`src/rtl/mem_access_ctrl.sv`:
```
// Initiator side of the data-memory interface: serialises single load/store requests.
// Define MEM_ACCESS_VERIFY_EN to add a read-back verify of every store (reported on resp_err).
module mem_access_ctrl #(
  parameter int ADDR_WIDTH = 4,
  parameter int DATA_WIDTH = 8,
  parameter int READ_WAIT  = 1
) (
  input  logic                  clock,
  input  logic                  reset,
  input  logic                  req_valid,
  output logic                  req_ready,
  input  logic                  req_we,
  input  logic [ADDR_WIDTH-1:0] req_addr,
  input  logic [DATA_WIDTH-1:0] req_wdata,
  output logic                  resp_valid,
  output logic [DATA_WIDTH-1:0] resp_rdata,
  output logic                  resp_err,
  output logic                  busy,
  output logic [ADDR_WIDTH-1:0] memAddress,
  output logic [DATA_WIDTH-1:0] memWriteData,
  output logic                  MemRead,
  output logic                  MemWrite,
  input  logic [DATA_WIDTH-1:0] memDataIn
);

  localparam int CNT_WIDTH = (READ_WAIT > 1) ? $clog2(READ_WAIT) : 1;
  localparam logic [CNT_WIDTH-1:0] CNT_LOAD = CNT_WIDTH'(READ_WAIT - 1);

  typedef enum logic [2:0] {
    IDLE     = 3'd0,
    RD_ISSUE = 3'd1,
    WR_ISSUE = 3'd2,
    RESP     = 3'd3,
    VF_ISSUE = 3'd4,
    VF_CMP   = 3'd5
  } state_t;

  state_t               state;
  state_t               next_state;
  logic [CNT_WIDTH-1:0] wait_cnt;
  logic                 accept;
  logic                 wait_done;
`ifdef MEM_ACCESS_VERIFY_EN
  logic [DATA_WIDTH-1:0] vf_data;
`endif

  // req_ready is registered and held low in the first cycle after reset, so it gates acceptance
  assign accept    = req_valid && req_ready && (state == IDLE);
  assign wait_done = (wait_cnt == {CNT_WIDTH{1'b0}});

  // Next-state decode
  always_comb begin
    next_state = state;
    case (state)
      IDLE: begin
        if (accept) begin
          next_state = req_we ? WR_ISSUE : RD_ISSUE;
        end else begin
          next_state = IDLE;
        end
      end
      RD_ISSUE: begin
        if (wait_done) begin
          next_state = RESP;
        end else begin
          next_state = RD_ISSUE;
        end
      end
`ifdef MEM_ACCESS_VERIFY_EN
      WR_ISSUE: next_state = VF_ISSUE;
      VF_ISSUE: begin
        if (wait_done) begin
          next_state = VF_CMP;
        end else begin
          next_state = VF_ISSUE;
        end
      end
      VF_CMP:   next_state = RESP;
`else
      WR_ISSUE: next_state = RESP;
`endif
      RESP:     next_state = IDLE;
      default:  next_state = IDLE;
    endcase
  end

  // State, wait counter, datapath latches and registered Moore outputs
  always_ff @(posedge clock) begin
    if (reset) begin
      state        <= IDLE;
      wait_cnt     <= CNT_LOAD;
      req_ready    <= 1'b0;
      busy         <= 1'b0;
      MemRead      <= 1'b0;
      MemWrite     <= 1'b0;
      resp_valid   <= 1'b0;
      resp_rdata   <= {DATA_WIDTH{1'b0}};
      resp_err     <= 1'b0;
      memAddress   <= {ADDR_WIDTH{1'b0}};
      memWriteData <= {DATA_WIDTH{1'b0}};
`ifdef MEM_ACCESS_VERIFY_EN
      vf_data      <= {DATA_WIDTH{1'b0}};
`endif
    end else begin
      state      <= next_state;
      req_ready  <= (next_state == IDLE);
      busy       <= (next_state != IDLE);
      MemRead    <= (next_state == RD_ISSUE) || (next_state == VF_ISSUE);
      MemWrite   <= (next_state == WR_ISSUE);
      resp_valid <= (next_state == RESP);
      if (accept) begin
        memAddress   <= req_addr;
        memWriteData <= req_wdata;
      end
      // Counter reloads in every non-read state, so each read phase starts fresh
      if ((state != RD_ISSUE) && (state != VF_ISSUE)) begin
        wait_cnt <= CNT_LOAD;
      end else if (!wait_done) begin
        wait_cnt <= wait_cnt - CNT_WIDTH'(1);
      end
      if ((state == RD_ISSUE) && wait_done) begin
        resp_rdata <= memDataIn;
      end
`ifdef MEM_ACCESS_VERIFY_EN
      if ((state == VF_ISSUE) && wait_done) begin
        vf_data <= memDataIn;
      end
      resp_err <= (state == VF_CMP) && (vf_data != memWriteData);
`else
      resp_err <= 1'b0;
`endif
    end
  end

endmodule

```
`config.mk`:
```
export PLATFORM = sky130hd
export DESIGN_NAME = mem_access_ctrl
export DESIGN_NICKNAME = d
export VERILOG_FILES = /design/src/rtl/mem_access_ctrl.sv
export SDC_FILE = /design/constraint.sdc
export NUM_CORES = 1
export LEC_CHECK = 0
export BUFFER_PORTS_ARGS = -buffer_cell sky130_fd_sc_hd__buf_2
export CAP_MARGIN = 20
export CORE_MARGIN = 1
export CORE_UTILIZATION = 45
export CTS_CLUSTER_DIAMETER = 30
export DETAILED_ROUTE_END_ITERATION = 7
export PLACE_DENSITY = 0.76
export SLEW_MARGIN = 20
export SYNTH_ARGS = -nofsm -noshare
export SYNTH_HDL_FRONTEND = slang
export SYNTH_SLANG_ARGS = --single-unit
```
`constraint.sdc`:
```
create_clock -name clock -period 1.8 [get_ports clock]
set_clock_uncertainty 0.1 [all_clocks]
set_input_delay 0.09 -clock clock [delete_from_list [all_inputs] [get_ports clock]]
set_output_delay 0.09 -clock clock [all_outputs]
set_load 0.05 [all_outputs]
```
==> results.md <==
* Synth-to-layout area growth at 46.1%
* Core area at 0.00223 mm²
* Initial Util at 0.480
* Mean routed wirelength per cell at 11.3 µm
* Most used cells in the layout excluding fill and tap cells: buf_2 (48), nand2_1 (41), dfxtp_1 (28), a21oi_1 (21), dlygate4sd3_1 (21)
* Setup TNS at 0 ns
* Syn_area_per_cell at 8.64 µm²
* Ant diodes at 0
* CTS Buf Count at 3
* Placer Congestion at 0.695
* Final antenna-violating net count at 0
* Post-place setup slack at 0.308 ns
* Vias per cell at 4.86
* Fin util at 0.701
* Maxcap violations at 0
* Reg clk slew, reported paths at 0.16 ns
* Total grt overflow at 0
* Row cnt at 17
* Root Driver: clkbuf_4
* RSZ-0062 raised after global routing: no
* Setup WS post-layout at 0.277 ns
* Power per Cell Area at 1330 mW/mm²
* Reg2reg start: state[0]
* H-tree depth at 1
* Tot GR Track Use at 0.214
* Outcome: finished, final reports clean
* Final Hold Viols at 0
* Flops & latches, synth at 28
* Final setup fails at 0
* Pin count of the biggest net entering global routing at 24
* CTS tree: yes
* Post-Syn Instances at 124
* Min-Delay Path Class: in -> reg
* Setup Buffers After CTS at 0
* DP HPWL at 1.68 mm
* Sequential share of the synthesized area at 0.523
* Initial DRC Count at 25
* CP Class: reg -> reg
* Layout cells sized above 1 at 0.309
* Worst EP required at 1.96 ns
* Setup crit start: state[0]
* Static Leak at 0.714 nW
* Fin. max-slew vios at 0
* Fmax at 657 MHz
* Antenna violations before repair at 0
* Min Tclk post-route at 1.52 ns
* Period utilization at 0.846
* Number of global-route vias before repair at 1022
* Min-delay src: reset
* Most common cell after layout, fill and taps aside: buf_2
* Number of I/O pins at 50
* Nets at 220
* Max VDD drop at 792 µV
* Die height at 50.8 µm
* 1st-pass router iterations at 4
* Clock Sink Count at 28
* Total number of vias at 1064
* DR DRC count at 0
* Critical path endpoint category: register
* DIE AREA at 0.00258 mm²
* Worst skew pair latency at 0.33 ns
* Startpoint types: register
* Design Power at 2.09 mW
* Drt total wl at 2.47 mm
* Die X at 50.8 µm
* Port bufs at 48
* Mapped Area at 0.00107 mm²
* Count of different cell masters after synthesis at 23
* First-pass GRT wire length at 4.14 mm
* Crit path DAT at 1.68 ns
* Ys Warns at 0
* CTS Buffer Depth at 2
* Max FO, Critical Path at 9
## where the power goes
part	switching (mW)	internal (mW)	total (mW)
sequential	0.0561	0.734	0.790
clock	0.181	0.225	0.406
combinational	0.626	0.266	0.892
## area by class of cell
cell class | count | area, µm²
Fill cell | 167 | 668
Sequential cell | 28 | 561
Timing Repair Buffer | 70 | 458
Multi-Input combinational cell | 87 | 452
Tap cell | 28 | 35.0
Clock inverter | 1 | 30.0
Clock buffer | 3 | 22.5
Inverter | 2 | 7.51
## critical path, cell delays in order (launching register included)
cell     delay (ns)
dfxtp_1        0.39
inv_1          0.08
ha_1           0.23
nand3_1        0.26
buf_4          0.21
nand2_1        0.06
a21oi_1        0.13
## layer usage
layer | track usage | vias to the layer above | wire (µm)
met1 | 0.245 | 488 | 1070
met3 | 0.0212 | 2 | 109
met5 | 0 | - | 0
met2 | 0.393 | 34 | 1280
li1 | - | 540 | -
met4 | 0.0972 | 0 | 16
## path summary, 6_finish.rpt
| path | to | slack, ns | cells after the start |
|---|---|---|---|
| worst min-delay path | req_ready | 0.05 | 2 |
| worst max-delay path | memAddress[1] | 0.28 | 6 |
| worst min register to register | memWriteData[7] | 0.36 | 2 |
| worst max register to register | memAddress[1] | 0.28 | 6 |
## metrics by stage
step / std cells / hold WS [ns] / cell area (µm²)
after CTS: 219 / 0.0540 / 1570
final: 219 / 0.0540 / 1570
after floorplan: 125 / 0.0591 / 1070
after global routing: 219 / 0.0578 / 1570
after detailed placement: 194 / 0.235 / 1300
after global placement: 194 / 0.231 / 1300
## Yosys cell counts
cell type | number | area share
o21ai_0 | 1 | 0.0047
buf_4 | 2 | 0.014
and4b_2 | 1 | 0.011
a31oi_1 | 2 | 0.012
o311a_1 | 1 | 0.0093
ha_1 | 4 | 0.047
nor2b_4 | 1 | 0.013
nor2_1 | 6 | 0.021
buf_2 | 2 | 0.0093
nand2_1 | 41 | 0.14
clkbuf_1 | 2 | 0.0070
and3_4 | 1 | 0.011
a21oi_1 | 21 | 0.098
dfxtp_1 | 28 | 0.52
buf_6 | 2 | 0.021
o22ai_1 | 1 | 0.0058
or2_2 | 1 | 0.0058
nor4_2 | 1 | 0.012
nand2b_1 | 1 | 0.0058
a211oi_2 | 1 | 0.012
nand3_1 | 1 | 0.0047
inv_1 | 2 | 0.0070
conb_1 | 1 | 0.0035
## registers in the layout (all words and copies together) (netlist names), 2 cells and up
register / flops
state: 2
resp_rdata: 8
memAddress: 4
memWriteData: 8
## repair_timing
action	4_1_cts	5_1_grt
resized for setup	0	0
hold buffers	21	0
hold endpoints to repair	22	0
## cell families after synthesis
kind of cell	after synthesis	synth area share
compound gates	27	0.141
buf+inv	10	0.0584
flops	28	0.523
other cells	1	0.00350
simple gates	54	0.227
fa+ha+maj	4	0.0467
No activity file was read; power rests on OpenSTA's default activity.
